$ cat src/rtl/com_pixel_streamer_if.sv
`default_nettype none
// ============================================================================
// Module   : com_pixel_streamer_if
// Purpose  : Pixel-in / coordinate-out bus between raster source, streamer
//            and centroid accumulator.
// Revision : 1.0 - initial release
// ============================================================================
interface com_pixel_streamer_if;
    logic [10:0] hcount_in;
    logic [9:0]  vcount_in;
    logic        pixel_valid_in;
    logic        mask_in;
    logic        result_valid_in;
    logic [10:0] x_out;
    logic [9:0]  y_out;
    logic        valid_out;
    logic        tabulate_out;

    modport streamer (
        input  hcount_in, vcount_in, pixel_valid_in, mask_in, result_valid_in,
        output x_out, y_out, valid_out, tabulate_out
    );

    modport source (
        output hcount_in, vcount_in, pixel_valid_in, mask_in, result_valid_in,
        input  x_out, y_out, valid_out, tabulate_out
    );
endinterface
`default_nettype wire

$ cat src/rtl/com_pixel_streamer.sv
`default_nettype none
// ============================================================================
// Module   : com_pixel_streamer
// Purpose  : Streams masked in-ROI pixel coordinates to the centroid
//            accumulator, one tabulate per frame, holding off while busy.
// Revision : 1.0 - initial release
// ============================================================================
module com_pixel_streamer #(
    parameter int H_ACTIVE = 1280,
    parameter int V_ACTIVE = 720,
    parameter int CNT_W    = 20
) (
    input  wire logic                 clk_in,
    input  wire logic                 rst_n_in,
    com_pixel_streamer_if.streamer    pix,
    input  wire logic [10:0]          roi_x0_in,
    input  wire logic [10:0]          roi_x1_in,
    input  wire logic [9:0]           roi_y0_in,
    input  wire logic [9:0]           roi_y1_in,
    output logic                      busy_out,
    output logic [CNT_W-1:0]          frame_count_out,
    output logic                      empty_frame_out,
    output logic [7:0]                skipped_frames_out
);

    localparam logic [1:0]  c_st_armed = 2'd0;
    localparam logic [1:0]  c_st_scan  = 2'd1;
    localparam logic [1:0]  c_st_tab   = 2'd2;
    localparam logic [1:0]  c_st_wait  = 2'd3;
    localparam logic [10:0] c_h_size   = 11'(H_ACTIVE);
    localparam logic [9:0]  c_v_size   = 10'(V_ACTIVE);
    localparam logic [10:0] c_h_last   = 11'(H_ACTIVE - 1);
    localparam logic [9:0]  c_v_last   = 10'(V_ACTIVE - 1);

    logic [1:0]       state_q, state_d;
    logic [10:0]      x_q, x_d, roi_x0_q, roi_x0_d, roi_x1_q, roi_x1_d;
    logic [9:0]       y_q, y_d, roi_y0_q, roi_y0_d, roi_y1_q, roi_y1_d;
    logic             valid_q, valid_d, tab_q, tab_d, empty_q, empty_d;
    logic [CNT_W-1:0] count_q, count_d, fc_q, fc_d;
    logic [7:0]       skip_q, skip_d;

    logic             w_frame_start, w_frame_end, w_in_range, w_hit, w_skip_evt;
    logic [10:0]      w_x0, w_x1;
    logic [9:0]       w_y0, w_y1;
    logic [CNT_W-1:0] w_count_next;

    // The frame-start pixel in ARMED is judged against the ROI being latched now.
    assign w_x0 = (state_q == c_st_armed) ? roi_x0_in : roi_x0_q;
    assign w_x1 = (state_q == c_st_armed) ? roi_x1_in : roi_x1_q;
    assign w_y0 = (state_q == c_st_armed) ? roi_y0_in : roi_y0_q;
    assign w_y1 = (state_q == c_st_armed) ? roi_y1_in : roi_y1_q;

    assign w_frame_start = pix.pixel_valid_in && (pix.hcount_in == 11'd0) && (pix.vcount_in == 10'd0);
    assign w_frame_end   = pix.pixel_valid_in && (pix.hcount_in == c_h_last) && (pix.vcount_in == c_v_last);
    assign w_in_range    = (pix.hcount_in < c_h_size) && (pix.vcount_in < c_v_size);
    assign w_hit         = pix.pixel_valid_in && pix.mask_in && w_in_range
                           && (pix.hcount_in >= w_x0) && (pix.hcount_in <= w_x1)
                           && (pix.vcount_in >= w_y0) && (pix.vcount_in <= w_y1);
    assign w_count_next  = count_q + {{(CNT_W-1){1'b0}}, w_hit};

    always_ff @(posedge clk_in or negedge rst_n_in) begin
        if (!rst_n_in) begin
            state_q  <= c_st_armed;
            x_q      <= '0;
            y_q      <= '0;
            valid_q  <= 1'b0;
            tab_q    <= 1'b0;
            empty_q  <= 1'b0;
            count_q  <= '0;
            fc_q     <= '0;
            skip_q   <= '0;
            roi_x0_q <= '0;
            roi_x1_q <= c_h_last;
            roi_y0_q <= '0;
            roi_y1_q <= c_v_last;
        end else begin
            state_q  <= state_d;
            x_q      <= x_d;
            y_q      <= y_d;
            valid_q  <= valid_d;
            tab_q    <= tab_d;
            empty_q  <= empty_d;
            count_q  <= count_d;
            fc_q     <= fc_d;
            skip_q   <= skip_d;
            roi_x0_q <= roi_x0_d;
            roi_x1_q <= roi_x1_d;
            roi_y0_q <= roi_y0_d;
            roi_y1_q <= roi_y1_d;
        end
    end

    always_comb begin
        state_d = state_q;
        case (state_q)
            c_st_armed: if (w_frame_start) state_d = c_st_scan;
            c_st_scan: begin
                if (w_frame_start)
                    state_d = (count_q != '0) ? c_st_tab : c_st_armed;
                else if (w_frame_end)
                    state_d = (w_count_next != '0) ? c_st_tab : c_st_armed;
            end
            c_st_tab:  state_d = c_st_wait;
            default:   if (pix.result_valid_in) state_d = c_st_armed;
        endcase
    end

    always_comb begin
        valid_d    = 1'b0;
        x_d        = x_q;
        y_d        = y_q;
        tab_d      = (state_q == c_st_tab);
        empty_d    = 1'b0;
        count_d    = count_q;
        fc_d       = fc_q;
        w_skip_evt = 1'b0;
        roi_x0_d   = roi_x0_q;
        roi_x1_d   = roi_x1_q;
        roi_y0_d   = roi_y0_q;
        roi_y1_d   = roi_y1_q;
        case (state_q)
            c_st_armed: begin
                if (w_frame_start) begin
                    roi_x0_d = roi_x0_in;
                    roi_x1_d = roi_x1_in;
                    roi_y0_d = roi_y0_in;
                    roi_y1_d = roi_y1_in;
                    valid_d  = w_hit;
                    count_d  = w_count_next;
                    if (w_hit) begin
                        x_d = pix.hcount_in;
                        y_d = pix.vcount_in;
                    end
                end
            end
            c_st_scan: begin
                if (w_frame_start) begin
                    // Truncated frame: close the old one without the new start pixel.
                    fc_d       = count_q;
                    empty_d    = (count_q == '0);
                    count_d    = '0;
                    w_skip_evt = 1'b1;
                end else begin
                    valid_d = w_hit;
                    count_d = w_count_next;
                    if (w_hit) begin
                        x_d = pix.hcount_in;
                        y_d = pix.vcount_in;
                    end
                    if (w_frame_end) begin
                        fc_d    = w_count_next;
                        empty_d = (w_count_next == '0);
                        count_d = '0;
                    end
                end
            end
            default: w_skip_evt = w_frame_start;
        endcase
        skip_d = (w_skip_evt && (skip_q != 8'hFF)) ? skip_q + 8'd1 : skip_q;
    end

    assign pix.x_out          = x_q;
    assign pix.y_out          = y_q;
    assign pix.valid_out      = valid_q;
    assign pix.tabulate_out   = tab_q;
    assign busy_out           = (state_q == c_st_wait);
    assign frame_count_out    = fc_q;
    assign empty_frame_out    = empty_q;
    assign skipped_frames_out = skip_q;

endmodule
`default_nettype wire

$ cat src/flat_wrapper.sv
// flat-port wrapper written by rule: the top's interface ports become plain ports
module com_pixel_streamer_flat 
#(
    parameter int H_ACTIVE = 1280,
    parameter int V_ACTIVE = 720,
    parameter int CNT_W    = 20
)
  (clk_in, rst_n_in, roi_x0_in, roi_x1_in, roi_y0_in, roi_y1_in, busy_out, frame_count_out, empty_frame_out, skipped_frames_out, pix_hcount_in, pix_vcount_in, pix_pixel_valid_in, pix_mask_in, pix_result_valid_in, pix_x_out, pix_y_out, pix_valid_out, pix_tabulate_out);
  com_pixel_streamer_if pix_i ();
  input  wire logic clk_in;
  input  wire logic rst_n_in;
  input  wire logic [10:0] roi_x0_in;
  input  wire logic [10:0] roi_x1_in;
  input  wire logic [9:0] roi_y0_in;
  input  wire logic [9:0] roi_y1_in;
  output logic busy_out;
  output logic [CNT_W-1:0] frame_count_out;
  output logic empty_frame_out;
  output logic [7:0] skipped_frames_out;
  input wire logic [$bits(pix_i.hcount_in)-1:0] pix_hcount_in;
  input wire logic [$bits(pix_i.vcount_in)-1:0] pix_vcount_in;
  input wire logic [$bits(pix_i.pixel_valid_in)-1:0] pix_pixel_valid_in;
  input wire logic [$bits(pix_i.mask_in)-1:0] pix_mask_in;
  input wire logic [$bits(pix_i.result_valid_in)-1:0] pix_result_valid_in;
  output wire logic [$bits(pix_i.x_out)-1:0] pix_x_out;
  output wire logic [$bits(pix_i.y_out)-1:0] pix_y_out;
  output wire logic [$bits(pix_i.valid_out)-1:0] pix_valid_out;
  output wire logic [$bits(pix_i.tabulate_out)-1:0] pix_tabulate_out;
  assign pix_i.hcount_in = pix_hcount_in;
  assign pix_i.vcount_in = pix_vcount_in;
  assign pix_i.pixel_valid_in = pix_pixel_valid_in;
  assign pix_i.mask_in = pix_mask_in;
  assign pix_i.result_valid_in = pix_result_valid_in;
  assign pix_x_out = pix_i.x_out;
  assign pix_y_out = pix_i.y_out;
  assign pix_valid_out = pix_i.valid_out;
  assign pix_tabulate_out = pix_i.tabulate_out;
  com_pixel_streamer #(.H_ACTIVE(H_ACTIVE), .V_ACTIVE(V_ACTIVE), .CNT_W(CNT_W)) u_core (.clk_in(clk_in), .rst_n_in(rst_n_in), .pix(pix_i), .roi_x0_in(roi_x0_in), .roi_x1_in(roi_x1_in), .roi_y0_in(roi_y0_in), .roi_y1_in(roi_y1_in), .busy_out(busy_out), .frame_count_out(frame_count_out), .empty_frame_out(empty_frame_out), .skipped_frames_out(skipped_frames_out));
endmodule
$ cat config.mk
export PLATFORM = sky130hd
export DESIGN_NAME = com_pixel_streamer_flat
export DESIGN_NICKNAME = d
export VERILOG_FILES = /design/src/rtl/com_pixel_streamer_if.sv /design/src/rtl/com_pixel_streamer.sv /design/src/flat_wrapper.sv
export SDC_FILE = /design/constraint.sdc
export NUM_CORES = 1
export LEC_CHECK = 0
export BUFFER_PORTS_ARGS = -buffer_cell sky130_fd_sc_hd__buf_2
export CORE_MARGIN = 4
export CORE_UTILIZATION = 25
export DETAILED_ROUTE_END_ITERATION = 16
export SYNTH_ARGS = -nofsm -noshare
export SYNTH_HDL_FRONTEND = slang
export SYNTH_SLANG_ARGS = --single-unit
$ cat constraint.sdc
create_clock -name clk_in -period 4.5 [get_ports clk_in]
set_input_delay 0.675 -clock clk_in [delete_from_list [all_inputs] [get_ports clk_in]]
set_output_delay 0.675 -clock clk_in [all_outputs]
set_load 0.05 [all_outputs]
== After elaboration in Yosys (flattened, before gate mapping) ==
Index checks and enable logic that the tools add are counted.

* Register bits after elaboration: 116
* Input bits: 68
* Output and inout bits: 53
* Logic and storage cells: 90

* Add/sub/neg operators: 2
* Magnitude comparators: 6
* Eq/ne operators: 9
* Muxes and demuxes: 33
* Reductions and logical operators: 27

{| class="wikitable"
|+ Operator list
! cell !! count
|-
| 2-to-1 mux 20 bit || 5
|-
| 2-to-1 mux 11 bit || 5
|-
| 2-to-1 mux 10 bit || 5
|-
| logical NOT 20 bit || 2
|-
| case mux 20 bit (2 select lines) || 1
|-
| nonzero test 20 bit || 2
|-
| case mux 11 bit (2 select lines) || 1
|-
| adder 20 x 1 -> 20 bit || 1
|-
| case mux 10 bit (2 select lines) || 1
|-
| logical AND 1 bit || 12
|-
| 2-to-1 mux 2 bit || 6
|-
| == test 11 bit, second input constant || 1
|-
| >= comparator 11 bit || 1
|-
| <= comparator 11 bit || 1
|-
| logical NOT 11 bit || 1
|-
| less-than comparator 11 bit, second input constant || 1
|-
| == test 10 bit, second input constant || 1
|-
| >= comparator 10 bit || 1
|-
| <= comparator 10 bit || 1
|-
| logical NOT 10 bit || 1
|-
| less-than comparator 10 bit, second input constant || 1
|-
| adder 8 x 1 -> 8 bit, second input constant || 1
|-
| != test 8 bit, second input constant || 1
|-
| 2-to-1 mux 1 bit || 6
|-
| 12 further kinds || 18
|}

== Depth between registers and ports, before layout ==
Gate-level depths: netlist of the first run.

* Depth after elaboration: 13
* Depth in mapped cells: 21
* Depth with buffers taken out: 18

== Worst setup path before layout of the first run ==
No wires, ideal clock.

* Kind: flip-flop to flip-flop
* Start point: register u_core.state_q[1]
* End point: register u_core.state_q[1]
* Setup time: 0.121 ns
* Data arrival time: 4.663 ns
* Data required time: 4.379 ns
* Path slack: -0.284 ns
* Cell stages (with the launch flop): 21
* Path buffers: 3
* Period minus slack after synthesis: 4.784 ns
* Cells stage by stage: dfrtp_1 -> clkbuf_1 -> nor2_1 -> clkbuf_1 -> mux2i_1 -> ha_1 -> nand2_1 -> or2_2 -> a21o_1 -> a221o_1 -> o311ai_1 -> nor2_1 -> ha_1 -> and3_1 -> buf_6 -> or3_1 -> a211oi_2 -> nand4_1 -> nor4_1 -> a31oi_1 -> a22o_1

* Longest elaborated chain between the ends: 13
* Elaborated cells on any way between the ends: 25

{| class="wikitable"
|+ RTL lines
! element !! line !! text
|-
| start: declaration || com_pixel_streamer.sv:35 || <nowiki>logic [1:0] state_q, state_d;</nowiki>
|-
| start signal: assignment || com_pixel_streamer.sv:63 || <nowiki>state_q <= c_st_armed;</nowiki>
|-
| start signal: assignment || com_pixel_streamer.sv:77 || <nowiki>state_q <= state_d;</nowiki>
|-
| logical NOT 2 bit || -- ||
|-
| 2-to-1 mux 11 bit || com_pixel_streamer.sv:48 || <nowiki>assign w_x0 = (state_q == c_st_armed) ? roi_x0_in : roi_x0_q;</nowiki>
|-
| >= comparator 11 bit || com_pixel_streamer.sv:57 || <nowiki>&& (pix.hcount_in >= w_x0) && (pix.hcount_in <= w_x1)</nowiki>
|-
| logical AND 1 bit (2 in series) || com_pixel_streamer.sv:57 ||
|-
| logical AND 1 bit (2 in series) || com_pixel_streamer.sv:58 || <nowiki>&& (pix.vcount_in >= w_y0) && (pix.vcount_in <= w_y1);</nowiki>
|-
| adder 20 x 1 -> 20 bit || com_pixel_streamer.sv:59 || <nowiki>assign w_count_next = count_q + {{(CNT_W-1){1'b0}}, w_hit};</nowiki>
|-
| nonzero test 20 bit || com_pixel_streamer.sv:101 || <nowiki>state_d = (w_count_next != '0) ? c_st_tab : c_st_armed;</nowiki>
|-
| 2-to-1 mux 2 bit || com_pixel_streamer.sv:101 ||
|-
| 2-to-1 mux 2 bit || com_pixel_streamer.sv:100 || <nowiki>else if (w_frame_end)</nowiki>
|-
| 2-to-1 mux 2 bit || com_pixel_streamer.sv:98 || <nowiki>if (w_frame_start)</nowiki>
|-
| case mux 2 bit (3 select lines) || com_pixel_streamer.sv:95 || <nowiki>case (state_q)</nowiki>
|}

Several ways; a longest one is shown, not always the timed one. The select of a mux whose other input is x is not followed.
A chain may end at the register's enable or synchronous reset.

== Worst setup path after layout of the first run ==
* Start point: register u_core.state_q[0]
* End point: register u_core.state_q[1]

Same word-level chain as after synthesis.

==> results of run 1 <==
-- what timing repair did --
item / 4_1_cts / 5_1_grt
cloned: 0 / 1
endpoints found under the setup margin: 2 / 5
pin swaps: 1 / 12
gates resized for setup: 0 / 28
buffers inserted: 4 / 6
-- worst max-delay path by stage --
stage                   endpoint  slack (ps)  cells after the start
4_1_cts        u_core.state_q[1]          60                     20
3_3_place_gp   u_core.state_q[1]         -80                     19
5_1_grt        u_core.state_q[1]         -50                     19
2_1_floorplan  u_core.state_q[1]          40                     20
6_report       u_core.state_q[1]         120                     19
3_5_place_dp   u_core.state_q[1]        -140                     19
-- logic make-up after synthesis --
kind of cell / count (synthesis)
flip-flops: 116
XOR/XNOR: 32
AND/OR/NAND/NOR: 182
buffers and inverters: 48
adder cells (fa/ha/maj): 45
AO/OA/AOI/OAI: 116
multiplexers: 110
-- cell type report --
type / instances / area [um^2] / area share, %
clock buffer: 19 / 432.9 / 4.858
timing repair buffer: 156 / 923.4 / 10.36
clock inverter: 13 / 183.9 / 2.064
multi-input combinational: 485 / 3968 / 44.52
inverter: 4 / 15.01 / 0.1685
sequential: 116 / 2923 / 32.80
tap: 372 / 465.4 / 5.223
-- cells in the final DEF, fill, tap and decap left out, types with 8 or more instances in the layout --
cell type and count:
buf_2 119, dfrtp_1 100, nand2_1 53, o21ai_0 50, ha_1 42, mux2_2 41
mux2i_1 39, buf_4 32, nor2_1 28, nand3_1 22, xor2_1 21, nand4_1 19
mux2_4 19, clkbuf_16 18, dfstp_2 16, a21oi_1 14, xnor2_1 11, o31ai_1 10
mux2_1 10, nor3_1 8
-- layer usage --
layer	share of wire [%]	vias up	track usage [%]
met1	47	2694	17.76
li1	-	2653	-
met3	5.4	16	3.678
met5	0	-	0
met2	47	152	20.19
met4	0.97	0	3.175
-- critical path: stages, from the launching register on --
cell	delay (ps)
dfrtp_1	400
nor2_4	160
buf_6	170
clkbuf_16	150
mux2i_1	220
ha_1	150
nand2_1	60
or2_2	310
a21o_1	160
a221o_1	340
o311ai_2	100
nor2_2	110
ha_2	230
and3_4	200
or3_1	320
a211oi_2	220
nand4_1	190
nor4_4	390
a31oi_4	150
a22o_1	220
-- metrics by stage --
step | instance area, um^2 | setup slack (ps) | std cells | utilization [%] | hold slack [ps]
after floorplan | 6992 | 37.83 | 649 | - | 379.4
after global placement | 8038 | -79.09 | 1122 | 29.49 | 459.8
after CTS | 8697 | 61.94 | 1158 | 31.91 | 327.2
after global routing | 8911 | -49.58 | 1165 | 32.70 | 356.5
final | 8911 | 117.5 | 1165 | 32.70 | 308.4
after detailed placement | 8038 | -135.9 | 1122 | 29.49 | 468.6
-- registers in the layout (all words and copies together) (netlist names) --
register                   flops
u_core.skipped_frames_out      8
u_core.empty_frame_out         1
u_core.pix.x_out              11
u_core.roi_x0_q               11
u_core.frame_count_out        20
u_core.roi_x1_q               11
u_core.count_q                20
u_core.pix.tabulate_out        1
u_core.roi_y0_q               10
u_core.pix.y_out              10
u_core.pix.valid_out           1
u_core.state_q                 2
u_core.roi_y1_q               10
-- power breakdown --
group / leakage [nW] / internal, mW / switching, mW
sequential: 1.55 / 1.08 / 0.0206
combinational: 2.19 / 0.126 / 0.229
clock: 0.293 / 0.926 / 0.513
==> results.py, run 1 <==
metrics = {
    "synth": {
        "ys_async_sr_fraction_pct": 100.0,
        "synth_edf_count": 0,
        "synth-compound-area-share_pct": 10.57,
        "synth_fa_ha_area_share_pct": 8.060,
        "ys_seq_area_share_pct": 41.84,
        "synthMuxAreaShare_pct": 18.04,
        "synthCells": 649,
        "yosys.area.top_type": "dfrtp_1",
        "synth_top_family_by_area": "multiplexers",
        "netlist_top_cells_count": "dfrtp_1 (100), nand2_1 (54), o21ai_0 (51)",
        "synth.most_common_cell": "dfrtp_1",
        "ys_warn_count": 0,
        "synthXorXnorAreaFrac_pct": 4.012,
        "synth_top_area_share_pct": 35.82,
        "ys_top_cells_by_area": "dfrtp_1 (36%), ha_1 (8.1%), mux2_2 (6.6%)",
        "synth_area_mm2": 0.006985,
        "syn_avg_cell_area_um2": 10.76,
        "synth-main-ff-cell": "dfrtp_1",
        "synth_nets": 762,
        "synth.distinct_cells": 61,
        "synth-simple-area-share_pct": 13.97,
        "ys_seq_elements": 116,
    },
    "clock_tree": {
        "hold_buffers": 0,
        "cts_root_buffer": "clkbuf_16",
        "cts_tree": "done",
        "clock-sinks": 116,
        "clock_path_buffers": 2,
        "clock_latency_ps": 420,
        "clk_transition_reported_paths_ps": 60,
        "cts_buffers": 17,
        "htree_levels": 4,
    },
    "timing": {
        "skew_ps": 10.83,
        "timing.final.crit_share_pct": 97.39,
        "maxSlewHeadroom_pct": 48.01,
        "fmax_mhz": 228.2,
        "fin_tns_setup_ps": 0,
        "hold_violations": 0,
        "drv_slew": 0,
        "period_needed_ps": 4383,
        "finalSetupViolations": 0,
        "worst_slew_pin_slew_ps": 777.0,
    },
    "min_path": {
        "min_path_type": "primary input to asynchronous set/reset pin",
    },
    "worst_setup_path": {
        "rr_worst_depth": 19,
        "worst_ep_required_time_ps": 4800,
        "reg2reg_to": "u_core.state_q[1]",
        "worstSetupPathType": "flop to flop",
        "setup.worst_path.start": "u_core.state_q[0]",
        "startpoint_type": "flop",
        "path_max_fanout": 7,
        "cp.arrival_ps": 4690,
        "r2r_start": "u_core.state_q[0]",
        "r2r_setup_slack_ps": 120,
        "endpoint_kind": "flop",
    },
    "die": {
        "io_pins": 121,
        "die_x_um": 175.2,
        "initial_core_util_pct": 25.63,
        "die_h_um": 175.2,
        "dieArea_mm2": 0.03068,
        "coreArea_mm2": 0.02725,
        "rows": 60,
    },
    "global_route": {
        "grt_max_degree": 53,
        "grt_pass1_vias": 5531,
        "antenna_found_initial": 0,
        "grt-ovfl-total": 0,
        "grt_usage_pct": 12.94,
        "grt_first_pass_wirelength_mm": 31.24,
    },
    "cells_and_area": {
        "drive_above_1_share_pct": 36.82,
        "fillCellCount": 2764,
        "fin_nets": 893,
        "area_growth_pct": 27.57,
        "diodes": 0,
    },
    "placed_design": {
        "gp_congestion": 0.8384,
        "dp_hpwl_mm": 14.52,
        "port_buffers": 120,
    },
    "power": {
        "vdd_drop_max_v": 0.0001851,
        "power_mw": 2.891,
        "power.density_mw_per_mm2": 324.4,
        "p_leak_nw": 4.032,
    },
    "routing": {
        "wire_per_inst_um": 16.91,
        "firstDrtPassIters": 5,
        "drc": 0,
        "vias": 5515,
        "initialDrtViolationCount": 296,
        "drt-total-wl_mm": 19.70,
        "vias_per_cell": 4.734,
        "ant_nets": 0,
    },
    "flow_run": {
        "maxCapViolCount": 0,
    },
    "status": {
        "outcome": "completed",
    },
}
Note: power is estimated with default switching activity, not from simulation.
==> run 2, diff against run 1 <==
Settings changed: PLACE_DENSITY set to 0.52.
==> run 2 against run 1 <==
Net effect:
- sequential power about the same
- sequential share of layout area shrank 0.44 points
- clock skew grew 1.2 ps
- die area stayed put
- count of clock-buffer cells in the layout grew 5
- critical path depth increased by 1
- register-to-register slack is essentially flat
- worst setup slack improved by 11 ps
- first-iteration DRC count grew 6.4%
- utilization grew 0.45 points
- critical path type unchanged
- critical endpoint unchanged
- largest power group unchanged
- highest routed layer is now met5
==> results.py, run 2 (synthesis gave the netlist of run 1 again) <==
metrics = {
    "timing": {
        "fmax_mhz": 228.7,
        "rsz0062_at_grt": "true",
        "worst_slew_pin_slew_ps": 817.2,
        "fin_tns_setup_ps": 0,
        "skew_ps": 12.07,
        "maxSlewHeadroom_pct": 45.52,
        "drv_slew": 0,
        "timing.final.crit_share_pct": 97.16,
        "finalSetupViolations": 0,
        "period_needed_ps": 4372,
        "hold_violations": 0,
    },
    "cells_and_area": {
        "area_growth_pct": 29.30,
        "fin_nets": 901,
        "utilization_pct": 33.15,
        "layout_common_cells": "buf_2 (119), dfrtp_1 (100), nand2_1 (54), o21ai_0 (49), ha_1 (41)",
        "diodes": 0,
        "fillCellCount": 2755,
        "drive_above_1_share_pct": 38.33,
        "layout_commonest_cell": "buf_2",
    },
    "clock_tree": {
        "cts_root_buffer": "clkbuf_16",
        "clock-sinks": 116,
        "cts_buffers": 17,
        "clock_latency_ps": 430,
        "htree_levels": 4,
        "cts_tree": "done",
        "hold_buffers": 0,
        "clock_path_buffers": 2,
        "clk_transition_reported_paths_ps": 60,
    },
    "worst_setup_path": {
        "path_buf_inv": 4,
        "rr_worst_depth": 20,
        "r2r_start": "u_core.state_q[1]",
        "crit_family": "simple AND/OR/NAND/NOR gates",
        "worstPathCellList": "nor2_4 -> buf_12 -> buf_12 -> buf_6 -> buf_4 -> mux2i_2 -> ha_2 -> o21a_1 -> o2111ai_1 -> a221oi_4 -> o311ai_4 -> nor2_2 -> ha_2 -> and3_4 -> or3_1 -> a211oi_2 -> nand4_1 -> nor4_2 -> a31oi_2 -> a22o_1",
        "cp.arrival_ps": 4680,
        "worst_ep_required_time_ps": 4810,
        "reg2reg_to": "u_core.state_q[1]",
        "worstSetupPathType": "flop to flop",
        "path_max_fanout": 6,
        "endpoint_kind": "flop",
        "cp_slowest_cell": "dfrtp_1",
        "r2r_setup_slack_ps": 130,
        "startpoint_type": "flop",
        "cpPeakStageDelay_ps": 410,
    },
    "routing": {
        "ant_nets": 0,
        "drc": 0,
        "initialDrtViolationCount": 315,
        "vias_per_cell": 4.714,
        "drt-total-wl_mm": 20.00,
        "wire_per_inst_um": 17.05,
        "vias": 5530,
        "firstDrtPassIters": 4,
    },
    "min_path": {
        "min_path_type": "primary input to asynchronous set/reset pin",
    },
    "power": {
        "power.density_mw_per_mm2": 327.1,
        "p_leak_nw": 4.059,
        "power_mw": 2.954,
        "vdd_drop_max_v": 0.0002210,
    },
    "die": {
        "die_x_um": 175.2,
        "rows": 60,
        "dieArea_mm2": 0.03068,
        "coreArea_mm2": 0.02725,
        "initial_core_util_pct": 25.63,
        "io_pins": 121,
        "die_h_um": 175.2,
    },
    "global_route": {
        "grt_first_pass_wirelength_mm": 31.23,
        "antenna_found_initial": 2,
        "grt-ovfl-total": 0,
        "grt_pass1_vias": 5522,
        "grt_max_degree": 62,
        "grt_usage_pct": 12.94,
    },
    "status": {
        "outcome": "completed",
    },
    "placed_design": {
        "gp_congestion": 0.8555,
        "dp_hpwl_mm": 14.64,
        "port_buffers": 120,
    },
    "flow_run": {
        "maxCapViolCount": 0,
    },
}
[run 2: worst max path at each step]
stage,slack (ps),startpoint,to,cells after the start
floorplan,40,u_core.state_q[1],u_core.state_q[1],20
global placement,170,u_core.state_q[0],u_core.state_q[1],19
detailed placement,10,u_core.state_q[0],u_core.state_q[1],19
CTS,8,u_core.state_q[0],u_core.state_q[1],19
global route,-80,u_core.state_q[1],u_core.state_q[1],20
finish,130,u_core.state_q[1],u_core.state_q[1],20
[run 2: per-stage QoR]
step                setup WS, ps  hold slack [ps]  instances  instance area [um^2]
global placement           170.8            461.4       1123                  8045
global route              -80.57            407.7       1173                  9032
floorplan                  37.83            379.4        649                  6992
CTS                        7.596            374.0       1155                  8692
detailed placement         11.17            466.0       1123                  8045
finish                     128.0            334.3       1173                  9032
[run 2: routing by layer]
| layer | global-route usage (%) | vias up | share of wire (%) |
|---|---|---|---|
| met5 | 0 | - | 0.13 |
| met4 | 3.797 | 4 | 1.6 |
| met3 | 3.289 | 26 | 5.9 |
| met2 | 20.38 | 147 | 46 |
| met1 | 17.59 | 2691 | 46 |
| li1 | - | 2662 | - |
[run 2: area by class of cell]
| cell class | count | area, um^2 | share of cell area [%] |
|---|---|---|---|
| multi-input cells | 485 | 3990 | 44.18 |
| flip-flops and latches | 116 | 2923 | 32.36 |
| repair buffers | 164 | 992.2 | 10.98 |
| clock buffers | 24 | 501.7 | 5.555 |
| well taps | 372 | 465.4 | 5.153 |
| clock inverters | 8 | 145.1 | 1.607 |
| inverters | 4 | 15.01 | 0.1662 |
[run 2: worst register-to-register path, stage by stage, from the launching register on]
cell	delay, ps
dfrtp_1	410
nor2_4	270
buf_12	160
buf_12	110
buf_6	110
buf_4	110
mux2i_2	250
ha_2	310
o21a_1	170
o2111ai_1	270
a221oi_4	70
o311ai_4	110
nor2_2	90
ha_2	220
and3_4	200
or3_1	320
a211oi_2	200
nand4_1	140
nor4_2	340
a31oi_2	160
a22o_1	250
[run 2: timing repair]
| action | 4_1_cts | 5_1_grt |
|---|---|---|
| gates resized for setup | 0 | 44 |
| endpoints found under the setup margin | 0 | 11 |
| buffers inserted | 0 | 18 |
[run 2: power breakdown]
| part | internal, mW | total (mW) | switching [mW] |
|---|---|---|---|
| Clock | 0.999 | 1.50 | 0.505 |
| Combinational | 0.123 | 0.353 | 0.230 |
| Sequential | 1.08 | 1.10 | 0.0216 |
| Total | 2.20 | 2.95 | 0.756 |
